**config.mk**
```make
export PLATFORM = sky130hd
export DESIGN_NAME = pipeline_stage_execution
export DESIGN_NICKNAME = d
export VERILOG_FILES = /design/src/rtl/pipeline_stage_execution_pkg.sv /design/src/rtl/pipeline_stage_execution_mult_div_unit.sv /design/src/rtl/pipeline_stage_execution.sv
export SDC_FILE = /design/constraint.sdc
export NUM_CORES = 2
export LEC_CHECK = 0
export CORE_AREA = 2 2 312 314
export CTS_BUF_LIST = sky130_fd_sc_hd__clkbuf_16
export DETAILED_ROUTE_END_ITERATION = 16
export DIE_AREA = 0 0 314 316
export PLACE_DENSITY = 0.74
export SETUP_SLACK_MARGIN = 0.4
export SYNTH_ARGS = -nofsm -noshare
export SYNTH_HDL_FRONTEND = slang
export SYNTH_SLANG_ARGS = --single-unit
```
**constraint.sdc**
```tcl
create_clock -name clock -period 20.3 [get_ports clock]
set_input_delay 4.06 -clock clock [delete_from_list [all_inputs] [get_ports clock]]
set_output_delay 4.06 -clock clock [all_outputs]
set_load 0.005 [all_outputs]
```
**src/rtl/pipeline_stage_execution_pkg.sv**
```systemverilog
// Shared execution-stage types: ALU/mul-div opcodes, stage bundles,
// operand selection and the per-operand forwarding resolver.
package pipeline_stage_execution_pkg;

  localparam logic [4:0] ZERO = 5'd0;

  typedef enum logic [3:0] {
    ALU_ADD, ALU_SUB, ALU_AND, ALU_OR,
    ALU_XOR, ALU_NOR, ALU_SLT, ALU_SLTU,
    ALU_SLL, ALU_SRL, ALU_SRA, ALU_LUI
  } alu_op_t;

  typedef enum logic [3:0] {
    MD_NONE, MD_MULT, MD_MULTU, MD_DIV, MD_DIVU,
    MD_MFHI, MD_MFLO, MD_MTHI, MD_MTLO
  } muldiv_op_t;

  typedef enum logic [1:0] {
    MULDIV_IDLE, MULDIV_MUL, MULDIV_DIV
  } muldiv_state_t;

  typedef struct packed {
    alu_op_t    aluOp;
    muldiv_op_t mdOp;
    logic       useImm;
    logic       memRead;
    logic       memWrite;
    logic       regWrite;
  } signals_t;

  typedef struct packed {
    logic [4:0]  id;
    logic        dataReady;
    logic [31:0] data;
  } stage_register_data_t;

  typedef struct packed {
    logic        bubbled;
    logic [31:0] programCounter;
    logic [7:0]  programCounterChangedTimes;
    logic [31:0] instruction;
    signals_t    signals;
    logic [4:0]  regReadId1;
    logic [4:0]  regReadId2;
    logic [31:0] regReadData1;
    logic [31:0] regReadData2;
    logic [4:0]  regWriteId;
  } pipeline_result_decode_t;

  typedef struct packed {
    logic        bubbled;
    logic [31:0] programCounter;
    logic [7:0]  programCounterChangedTimes;
    logic [31:0] instruction;
    signals_t    signals;
    logic [4:0]  regReadId1;
    logic [4:0]  regReadId2;
    logic [4:0]  regWriteId;
    logic        regDataWriteReady;
    logic [31:0] regDataWrite;
    logic [31:0] dmAddress;
    logic [31:0] dmWriteData;
  } pipeline_result_execution_t;

  typedef struct packed {
    logic        stall;
    logic [31:0] data;
  } fwd_t;

  function automatic logic [31:0] selectAluOperand2(
    signals_t s, logic [31:0] regData, logic [15:0] imm);
    return s.useImm ? {{16{imm[15]}}, imm} : regData;
  endfunction

  // Memory stage wins over writeback; $0 is never forwarded.
  function automatic fwd_t forwardOperand(
    logic [4:0] id, logic [31:0] regData,
    stage_register_data_t mem, stage_register_data_t wb);
    fwd_t f;
    f.stall = 1'b0;
    f.data  = regData;
    if (id != ZERO && mem.id == id) begin
      f.data  = mem.data;
      f.stall = !mem.dataReady;
    end else if (id != ZERO && wb.id == id) begin
      f.data  = wb.data;
      f.stall = !wb.dataReady;
    end
    return f;
  endfunction

endpackage

```
**src/rtl/pipeline_stage_execution_mult_div_unit.sv**
```systemverilog
// Iterative shift-add multiplier / restoring divider owning HI and LO.
// Results land one cycle after the last step; hi/lo bypass that write.
module mult_div_unit
  import pipeline_stage_execution_pkg::*;
#(
  parameter int MUL_CYCLES = 32,
  parameter int DIV_CYCLES = 32
) (
  input  logic        clock,
  input  logic        reset,
  input  logic        start,
  input  logic        mtWrite,
  input  muldiv_op_t  op,
  input  logic [31:0] a,
  input  logic [31:0] b,
  output logic        busy,
  output logic [31:0] hi,
  output logic [31:0] lo
);

  localparam int MUL_BITS = (32 + MUL_CYCLES - 1) / MUL_CYCLES;
  localparam logic [5:0] MUL_CNT = 6'(MUL_CYCLES);
  localparam logic [5:0] DIV_CNT = 6'(DIV_CYCLES);

  muldiv_state_t r_state;
  logic [5:0]  r_cnt;
  logic [63:0] r_acc;
  logic [63:0] r_mcand;
  logic [31:0] r_mplier;
  logic [31:0] r_divisor;
  logic [31:0] r_dividend;
  logic        r_negLo;
  logic        r_negHi;
  logic        r_divZero;
  logic [31:0] r_hi;
  logic [31:0] r_lo;

  logic        w_signed;
  logic        w_isMul;
  logic [31:0] w_aMag;
  logic [31:0] w_bMag;
  logic [63:0] w_mulAcc;
  logic [32:0] w_divShift;
  logic        w_divFits;
  logic [31:0] w_divRem;
  logic [63:0] w_divAcc;
  logic [63:0] w_prod;
  logic        w_done;
  logic [31:0] w_resHi;
  logic [31:0] w_resLo;

  assign w_signed = (op == MD_MULT) || (op == MD_DIV);
  assign w_isMul  = (op == MD_MULT) || (op == MD_MULTU);
  assign w_aMag   = (w_signed && a[31]) ? -a : a;
  assign w_bMag   = (w_signed && b[31]) ? -b : b;

  always_comb begin
    w_mulAcc = r_acc;
    for (int k = 0; k < MUL_BITS; k++) begin
      if (r_mplier[k]) w_mulAcc = w_mulAcc + (r_mcand << k);
    end
  end

  assign w_divShift = {r_acc[63:32], r_acc[31]};
  assign w_divFits  = w_divShift >= {1'b0, r_divisor};
  assign w_divRem   = w_divShift[31:0] - r_divisor;
  assign w_divAcc   = w_divFits ?
    {w_divRem, r_acc[30:0], 1'b1} :
    {w_divShift[31:0], r_acc[30:0], 1'b0};

  assign w_prod = r_negLo ? -r_acc : r_acc;
  assign w_done = (r_state != MULDIV_IDLE) && (r_cnt == 6'd0);

  always_comb begin
    w_resHi = r_hi;
    w_resLo = r_lo;
    if (r_state == MULDIV_MUL) begin
      w_resHi = w_prod[63:32];
      w_resLo = w_prod[31:0];
    end else if (r_state == MULDIV_DIV) begin
      if (r_divZero) begin
        w_resHi = r_dividend;
        w_resLo = 32'hFFFF_FFFF;
      end else begin
        w_resHi = r_negHi ? -r_acc[63:32] : r_acc[63:32];
        w_resLo = r_negLo ? -r_acc[31:0] : r_acc[31:0];
      end
    end
  end

  assign busy = r_state != MULDIV_IDLE;
  assign hi   = w_done ? w_resHi : r_hi;
  assign lo   = w_done ? w_resLo : r_lo;

  always_ff @(posedge clock) begin
    if (reset) begin
      r_state    <= MULDIV_IDLE;
      r_cnt      <= '0;
      r_acc      <= '0;
      r_mcand    <= '0;
      r_mplier   <= '0;
      r_divisor  <= '0;
      r_dividend <= '0;
      r_negLo    <= 1'b0;
      r_negHi    <= 1'b0;
      r_divZero  <= 1'b0;
      r_hi       <= '0;
      r_lo       <= '0;
    end else begin
      unique case (r_state)
        MULDIV_IDLE: begin
          if (start && w_isMul) begin
            r_state  <= MULDIV_MUL;
            r_cnt    <= MUL_CNT;
            r_acc    <= '0;
            r_mcand  <= {32'b0, w_aMag};
            r_mplier <= w_bMag;
            r_negLo  <= w_signed & (a[31] ^ b[31]);
          end else if (start) begin
            r_state    <= MULDIV_DIV;
            r_cnt      <= DIV_CNT;
            r_acc      <= {32'b0, w_aMag};
            r_divisor  <= w_bMag;
            r_dividend <= a;
            r_divZero  <= b == 32'd0;
            r_negLo    <= w_signed & (a[31] ^ b[31]);
            r_negHi    <= w_signed & a[31];
          end else if (mtWrite && op == MD_MTHI) begin
            r_hi <= a;
          end else if (mtWrite && op == MD_MTLO) begin
            r_lo <= a;
          end
        end
        MULDIV_MUL: begin
          if (r_cnt == 6'd0) begin
            r_hi    <= w_resHi;
            r_lo    <= w_resLo;
            r_state <= MULDIV_IDLE;
          end else begin
            r_acc    <= w_mulAcc;
            r_mcand  <= r_mcand << MUL_BITS;
            r_mplier <= r_mplier >> MUL_BITS;
            r_cnt    <= r_cnt - 6'd1;
          end
        end
        MULDIV_DIV: begin
          if (r_cnt == 6'd0) begin
            r_hi    <= w_resHi;
            r_lo    <= w_resLo;
            r_state <= MULDIV_IDLE;
          end else begin
            r_acc <= w_divAcc;
            r_cnt <= r_cnt - 6'd1;
          end
        end
        default: r_state <= MULDIV_IDLE;
      endcase
    end
  end

endmodule

```
**src/rtl/pipeline_stage_execution.sv**
```systemverilog
// Execute stage: operand forwarding, ALU, DM address, HI/LO access
// and hazard stall generation toward decode.
module pipeline_stage_execution
  import pipeline_stage_execution_pkg::*;
#(
  parameter int MUL_CYCLES = 32,
  parameter int DIV_CYCLES = 32
) (
  input  logic                       clock,
  input  logic                       reset,
  input  pipeline_result_decode_t    pipelineResultDecode,
  input  stage_register_data_t       resultAfterMemory,
  input  stage_register_data_t       resultAfterWriteback,
  output pipeline_result_execution_t pipelineResultExecution,
  output stage_register_data_t       resultOfInstructionAfterExecution,
  output logic                       stall
);

  pipeline_result_decode_t    w_dec;
  pipeline_result_execution_t w_next;
  pipeline_result_execution_t r_out;
  fwd_t        w_fwd1;
  fwd_t        w_fwd2;
  logic [31:0] w_op2;
  logic [31:0] w_alu;
  logic        w_isMd;
  logic        w_isMulDiv;
  logic        w_isMt;
  logic        w_busy;
  logic        w_issue;
  logic [31:0] w_hi;
  logic [31:0] w_lo;

  assign w_dec  = pipelineResultDecode;
  assign w_fwd1 = forwardOperand(w_dec.regReadId1, w_dec.regReadData1,
                                 resultAfterMemory, resultAfterWriteback);
  assign w_fwd2 = forwardOperand(w_dec.regReadId2, w_dec.regReadData2,
                                 resultAfterMemory, resultAfterWriteback);
  assign w_op2  = selectAluOperand2(w_dec.signals, w_fwd2.data,
                                    w_dec.instruction[15:0]);

  assign w_isMd     = w_dec.signals.mdOp != MD_NONE;
  assign w_isMulDiv = w_dec.signals.mdOp inside
    {MD_MULT, MD_MULTU, MD_DIV, MD_DIVU};
  assign w_isMt     = w_dec.signals.mdOp inside {MD_MTHI, MD_MTLO};

  assign stall   = !reset && !w_dec.bubbled &&
                   (w_fwd1.stall || w_fwd2.stall || (w_busy && w_isMd));
  assign w_issue = !reset && !w_dec.bubbled && !stall;

  mult_div_unit #(
    .MUL_CYCLES(MUL_CYCLES),
    .DIV_CYCLES(DIV_CYCLES)
  ) u_mdu (
    .clock  (clock),
    .reset  (reset),
    .start  (w_issue && w_isMulDiv),
    .mtWrite(w_issue && w_isMt),
    .op     (w_dec.signals.mdOp),
    .a      (w_fwd1.data),
    .b      (w_fwd2.data),
    .busy   (w_busy),
    .hi     (w_hi),
    .lo     (w_lo)
  );

  always_comb begin
    w_alu = '0;
    unique case (w_dec.signals.aluOp)
      ALU_ADD:  w_alu = w_fwd1.data + w_op2;
      ALU_SUB:  w_alu = w_fwd1.data - w_op2;
      ALU_AND:  w_alu = w_fwd1.data & w_op2;
      ALU_OR:   w_alu = w_fwd1.data | w_op2;
      ALU_XOR:  w_alu = w_fwd1.data ^ w_op2;
      ALU_NOR:  w_alu = ~(w_fwd1.data | w_op2);
      ALU_SLT:  w_alu = {31'b0, $signed(w_fwd1.data) < $signed(w_op2)};
      ALU_SLTU: w_alu = {31'b0, w_fwd1.data < w_op2};
      ALU_SLL:  w_alu = w_fwd1.data << w_op2[4:0];
      ALU_SRL:  w_alu = w_fwd1.data >> w_op2[4:0];
      ALU_SRA:  w_alu = $unsigned($signed(w_fwd1.data) >>> w_op2[4:0]);
      ALU_LUI:  w_alu = {w_op2[15:0], 16'h0};
      default:  w_alu = '0;
    endcase
  end

  always_comb begin
    w_next.bubbled                    = w_dec.bubbled;
    w_next.programCounter             = w_dec.programCounter;
    w_next.programCounterChangedTimes = w_dec.programCounterChangedTimes;
    w_next.instruction                = w_dec.instruction;
    w_next.signals                    = w_dec.signals;
    w_next.regReadId1                 = w_dec.regReadId1;
    w_next.regReadId2                 = w_dec.regReadId2;
    w_next.regWriteId  = w_dec.signals.regWrite ? w_dec.regWriteId : ZERO;
    w_next.regDataWriteReady = !w_dec.signals.memRead;
    w_next.dmAddress   = w_fwd1.data +
                         {{16{w_dec.instruction[15]}}, w_dec.instruction[15:0]};
    w_next.dmWriteData = w_fwd2.data;
    unique case (1'b1)
      w_dec.signals.mdOp == MD_MFHI: w_next.regDataWrite = w_hi;
      w_dec.signals.mdOp == MD_MFLO: w_next.regDataWrite = w_lo;
      default:                       w_next.regDataWrite = w_alu;
    endcase
  end

  // A stalled cycle injects a bubble but keeps the payload fields.
  always_ff @(posedge clock) begin
    if (reset) begin
      r_out         <= '0;
      r_out.bubbled <= 1'b1;
    end else if (stall) begin
      r_out.bubbled <= 1'b1;
    end else begin
      r_out <= w_next;
    end
  end

  assign pipelineResultExecution = r_out;

  always_comb begin
    if (r_out.bubbled) begin
      resultOfInstructionAfterExecution = {ZERO, 1'b1, 32'h0};
    end else begin
      resultOfInstructionAfterExecution =
        {r_out.regWriteId, r_out.regDataWriteReady, r_out.regDataWrite};
    end
  end

endmodule

```
Word-level counts from Yosys, hierarchy flattened
Cells that the tools add are included.
{"block": "totals", "input_bits": 242, "register_bits": 496, "word_cells": 197}
{"block": "classes", "bitwise": 8, "n_eq_ne": 37, "mux": 56, "n_reduce_logical": 50, "n_shift": 3, "n_addsub": 11, "n_lt_le_gt_ge": 3}
{"cell": "32-bit two-way mux", "count": 24}
{"cell": "64-bit two-way mux", "count": 9}
{"cell": "32-bit case mux with 12 select lines", "count": 1}
{"cell": "32-bit case mux with 2 select lines", "count": 4}
{"cell": "64-bit case mux with 3 select lines", "count": 1}
{"cell": "33-bit two-way mux", "count": 4}
{"cell": "32-bit negator", "count": 4}
{"cell": "64-bit case mux with 2 select lines", "count": 1}
{"cell": "32-bit adder", "count": 2}
{"cell": "64-bit adder", "count": 1}
{"cell": "32-bit less-than comparator", "count": 2}
{"cell": "64-bit negator", "count": 1}
{"cell": "32-bit subtractor", "count": 2}
{"cell": "38-bit two-way mux", "count": 1}
{"cell": "33-bit by 32-bit greater-or-equal comparator with 1-bit output", "count": 1}
{"cell": "32-bit bitwise AND", "count": 1}
{"cell": "4-bit by 3-bit equality test with 1-bit output, second input constant", "count": 8}
{"cell": "32-bit zero test", "count": 1}
{"cell": "32-bit inverter", "count": 1}
{"cell": "32-bit bitwise OR", "count": 1}
{"cell": "32-bit by 5-bit left shift with 32-bit output", "count": 1}
{"cell": "32-bit by 5-bit >> shifter with 32-bit output", "count": 1}
{"cell": "32-bit by 5-bit >>> shifter with 32-bit output", "count": 1}
{"cell": "32-bit bitwise XOR", "count": 1}
{"cell": "other kinds (34)", "count": 94}

Depth between registers and ports, before layout
{"block": "depth", "word_depth": 16, "depth_mapped": 25}

Hierarchy
From an unflattened synthesis, not the netlist that was laid out.
{"block": "hier_totals", "hier_cells": 6394, "hier_area_um2": 44775.4}
{"module": "mult_div_unit", "n_inst": 1, "area_per_inst_um2": 23615.1, "cells_per_inst": 3410}
{"module": "pipeline_stage_execution", "n_inst": 1, "area_per_inst_um2": 21160.3, "cells_per_inst": 2984}

Least setup slack after synthesis
Ideal clock, no wire load.
{"block": "synth_path", "path_kind": "input -> output", "start": "in pipelineResultDecode[78] (netlist bit)", "end": "out stall", "slack_ns": 9.918, "cell_stages": 11, "arrival_ns": 6.322, "required_time_ns": 16.240, "path_cell_list": "nor3_1 and2_1 buf_2 nor3_2 o2bb2ai_1 a211oi_1 or2_2 inv_1 clkbuf_1 buf_1 buf_1"}
{"block": "synth_between", "elab_chain_cells": 7, "word_cells_on_any_way": 10, "classes_between": "2 x eq/ne; 2 x mux; 6 x reduce/logical"}
{"element": "start: declaration", "line": "pipeline_stage_execution.sv:11", "rtl": "input pipeline_result_decode_t pipelineResultDecode,"}
{"element": "5-bit equality test / 5-bit nonzero test (equally long branches)", "line": "pipeline_stage_execution_pkg.sv:85, pipeline_stage_execution_pkg.sv:82"}
{"element": "1-bit logical AND", "line": "pipeline_stage_execution_pkg.sv:85", "rtl": "end else if (id != ZERO && wb.id == id) begin"}
{"element": "33-bit two-way mux", "line": "pipeline_stage_execution_pkg.sv:85"}
{"element": "33-bit two-way mux (*)", "line": "pipeline_stage_execution_pkg.sv:82", "rtl": "if (id != ZERO && mem.id == id) begin"}
{"element": "1-bit logical OR (*) (2 in a row)", "line": "pipeline_stage_execution.sv:48", "rtl": "(w_fwd1.stall || w_fwd2.stall || (w_busy && w_isMd));"}
{"element": "1-bit logical AND (*)", "line": "pipeline_stage_execution.sv:47", "rtl": "assign stall = !reset && !w_dec.bubbled &&"}
{"element": "end: declaration", "line": "pipeline_stage_execution.sv:16", "rtl": "output logic stall"}
Every way passes the cells marked *; elsewhere a longest branch is shown, timed or not.

Final worst setup path
{"block": "layout_path", "start": "in pipelineResultDecode[70] (netlist bit)", "end": "out stall"}
The elaborated chain is that of the path after synthesis.

==> metrics.log <==
INFO  metric die_w = 314 um
INFO  metric power_frac_comb = 0.363
INFO  metric period_needed = ~12 ns
INFO  metric antenna_violations_before_repair = 28
INFO  metric route.vias.total = 50,300
INFO  metric synthesis.area = 0.0429 mm2
INFO  metric reg2reg_depth = 12
INFO  metric die-height = 316 um
INFO  metric synth_top_flop_cell = dfxtp_1
INFO  metric globalRouteOverflowTotal = 0
INFO  metric worst_slack = 7.93 ns
INFO  metric cts_buffer_depth = 3
INFO  metric routabilityCongestion = between 1 and 1.5
INFO  metric total_leakage_power = 20.1 nW
INFO  metric ant_nets_after_route = 0
INFO  metric ys_async_sr_fraction = 0
INFO  metric rsz_0062_raised_after_global_routing = no
INFO  metric design_area = 0.0507 mm2
INFO  metric viasPerCell = between 6 and 7
INFO  metric area.growth.synth_to_final = 18.2%
INFO  metric vias_in_the_first_global_route = 46,000
INFO  metric cap_violations = 1
INFO  metric grt_pass1_wl = ~320,000 um
INFO  metric p_int = 2.11 mW
INFO  metric power_switching_share = 0.398
INFO  metric slew_violations = 2
INFO  metric synthesis.area_per_instance = 7.14 um2
INFO  metric cts_htree_levels = 2
INFO  metric total_power = 3.50 mW
INFO  metric cp.required = 16.24 ns
INFO  metric hpwl_reported_at_the_end_of_detailed_placement = approximately 170,000 um
INFO  metric multiInputGateArea = 0.0307 mm2
INFO  metric syn-num-nets = 6,492
INFO  metric startpoint_types = input pin
INFO  metric synth.lib_cells_used.distinct = between 100 and 150
INFO  metric finalClockSkew = 0.0493 ns
INFO  metric io-pin-count = around 480
INFO  metric drt_iter0_drc = 6,915
INFO  metric fillCellCount = between 9,000 and 10,000
INFO  metric synth_seq_cells = slightly below 500
INFO  metric synth-edff-count = 0
INFO  metric tightest_slew = 1.53 ns
INFO  metric routed_wl = 227,000 um
INFO  metric tritoncts_num_sinks = 496
INFO  metric post-cts-setup-buffers = 0
INFO  metric cts_tree = yes
INFO  metric hold_violations = 0
INFO  metric synth_sequential_area_ratio = 0.231
INFO  metric placeableCoreArea = 0.0960 mm2
INFO  metric ff_latch_area = 0.00993 mm2
INFO  metric min_path_type = reg2reg
INFO  metric drt_pass1_iterations = 9
INFO  metric worst_setup_path_end_kind = output pin
INFO  metric initial_utilization = 0.447
INFO  metric violations = capacitance limit, slew limit
INFO  metric setup-violations-final = 0
INFO  metric power_switching = 1.39 mW
INFO  metric share_seq_of_total_power = 0.312
INFO  metric place.port_buffers = 477
INFO  metric worst_ep_arrival_time = 8.31 ns
INFO  metric clock-root-buffer = clkbuf_16
INFO  metric tritoncts_buffers = 61
INFO  metric track_usage = 0.439
INFO  metric cp_max_fo = 40
INFO  metric worst_slew_margin_rel = -0.0293
INFO  metric share_clk_of_total_power = 0.324
INFO  metric post_route_cells_drive_above_1_share = 0.0606
INFO  metric cts.reportedPaths.clkPinSlew = around 0.06 ns
INFO  metric synthesis.instances = 6,008
INFO  metric critPathKind = in2out
INFO  metric achievable-frequency = between 80 and 90 MHz
INFO  metric post_cts_resize_count = 0
INFO  metric irDropWorstVdd = ~0.075 mV
INFO  metric post-route-period-util = 0.610
INFO  metric cts_hold_repair.buffers = 0
INFO  metric dieArea = about 0.1 mm2
INFO  metric worst_hold_slack = 0.435 ns
INFO  metric hold-path-cell-count = 2
INFO  metric result_of_the_run = finished with violations
INFO  metric clock_latency = 0.73 ns
INFO  metric routed_wire_length_per_instance = 30.0 um
INFO  metric dpl_worst_slack = 8.16 ns
INFO  metric yosys_warn_count = 0
INFO  metric drc_errors = 0
INFO  metric tns = 0 ns
INFO  metric post_dp_cell_area = 0.0487 mm2
INFO  metric grt_start_max_net_pins = 182
INFO  metric fin_nets = 6,687
INFO  metric power.density = 69.0 mW/mm2
INFO  metric rows = 114
-- worst max-delay path: stages --
cell and delay [ns]:
clkdlybuf4s50_1 0.58, xnor2_1 0.27, and4_1 0.77, nand3_2 0.66
o2bb2ai_1 0.43, a211oi_1 0.12, or2_4 0.47, inv_6 0.27
clkdlybuf4s50_1 0.57
-- layer usage --
layer,part of all wire,track usage,wire [um]
met5,0.00036,0,81
met2,0.43,0.674,96700
met4,0.079,0.294,17900
met1,0.37,0.533,85000
met3,0.12,0.127,27100
-- kinds of logic after synthesis --
kind of cell	after synthesis	synth area share
buf+inv	661	0.0596
fa+ha+maj	242	0.0714
mux	222	0.0537
simple gates	2098	0.221
flops	496	0.231
xor+xnor	302	0.0616
compound gates	1987	0.301
-- Yosys cell counts (60+ instances only) --
master / n / share of area
nand2_1: 914 / 0.080
a21oi_1: 537 / 0.063
dfxtp_1: 496 / 0.23
nor2_1: 444 / 0.039
o21ai_0: 435 / 0.051
clkbuf_1: 372 / 0.033
ha_1: 237 / 0.069
nand3_1: 222 / 0.026
mux2i_1: 184 / 0.043
xnor2_1: 183 / 0.037
inv_1: 173 / 0.015
a21o_1: 130 / 0.023
xor2_1: 119 / 0.024
a211oi_1: 110 / 0.019
o31ai_1: 107 / 0.019
nor3_1: 96 / 0.011
a31oi_1: 91 / 0.013
o211ai_1: 84 / 0.015
nor4_1: 65 / 0.0095
nor2b_1: 63 / 0.0092
nand4_1: 62 / 0.0090
buf_1: 60 / 0.0052
-- per-stage QoR --
stage          instances   util
2_1_floorplan       6008      -
3_3_place_gp        7416  0.507
3_5_place_dp        7416  0.507
4_1_cts             7531  0.528
5_1_grt             7542  0.528
6_report            7549  0.528
-- flip-flops by register name, indices dropped and copies added (netlist names) --
| signal | cells |
|---|---|
| pipelineResultExecution | 197 |
| u_mdu.r_acc | 64 |
| u_mdu.r_cnt | 6 |
| u_mdu.r_divZero | 1 |
| u_mdu.r_dividend | 32 |
| u_mdu.r_divisor | 32 |
| u_mdu.r_hi | 32 |
| u_mdu.r_lo | 32 |
| u_mdu.r_mcand | 64 |
| u_mdu.r_mplier | 32 |
| u_mdu.r_negHi | 1 |
| u_mdu.r_negLo | 1 |
| u_mdu.r_state | 2 |
-- cells in the final DEF (no fill, tap or decap), types with 22 or more instances in the layout --
| cell type | instances |
|---|---|
| a311oi_1 | 26 |
| nand2_1 | 914 |
| a211oi_1 | 109 |
| nor2b_1 | 63 |
| nand3_1 | 221 |
| clkdlybuf4s50_1 | 475 |
| mux2i_1 | 184 |
| inv_1 | 174 |
| or3_1 | 37 |
| ha_1 | 234 |
| o41ai_1 | 22 |
| clkbuf_16 | 61 |
| o21ai_0 | 434 |
| o21bai_1 | 33 |
| nor3_1 | 90 |
| dfxtp_1 | 494 |
| clkinv_1 | 26 |
| a31o_2 | 23 |
| or4_1 | 23 |
| a31oi_1 | 84 |
| nand2b_1 | 37 |
| a21o_1 | 130 |
| o21a_1 | 29 |
| xnor2_1 | 182 |
| nand4_1 | 62 |
| mux2_2 | 35 |
| nor4_1 | 63 |
| a221oi_1 | 57 |
| o31ai_1 | 106 |
| a21oi_1 | 537 |
| a221o_1 | 22 |
| o221ai_1 | 38 |
| and3_1 | 42 |
| a22oi_1 | 46 |
| o211ai_1 | 84 |
| buf_4 | 131 |
| nor2_1 | 441 |
| xor2_1 | 119 |
-- area by class of cell --
cell class,instances,share of cell area
flip-flops and latches,496,0.196
inverters,184,0.0138
diodes,18,0.000888
well taps,1276,0.0315
clock buffers,61,0.0301
clock inverters,54,0.00942
repair buffers,609,0.114
multi-input cells,4851,0.605
-- power groups by stage --
| stage | registers [mW] | clock network, mW | logic, mW |
|---|---|---|---|
| final | 1.09 | 1.13 | 1.27 |
| after global placement | 1.11 | 0 | 1.22 |
| after CTS | 1.09 | 1.14 | 1.22 |
| after floorplan | 1.09 | 0 | 0.700 |
| after detailed placement | 1.11 | 0 | 1.21 |
| after global routing | 1.10 | 1.17 | 1.32 |
-- path summary, 6_finish.rpt --
kind / start / end / slack [ns]
worst min register to register: pipelineResultExecution[190] / pipelineResultExecution[190] / 0.43
worst max register to register: u_mdu.r_acc[8] / pipelineResultExecution[80] / 15.37
worst min-delay path: pipelineResultExecution[190] / pipelineResultExecution[190] / 0.43
worst max-delay path: pipelineResultDecode[70] / stall / 7.93
(Power assumes the default switching activity.)
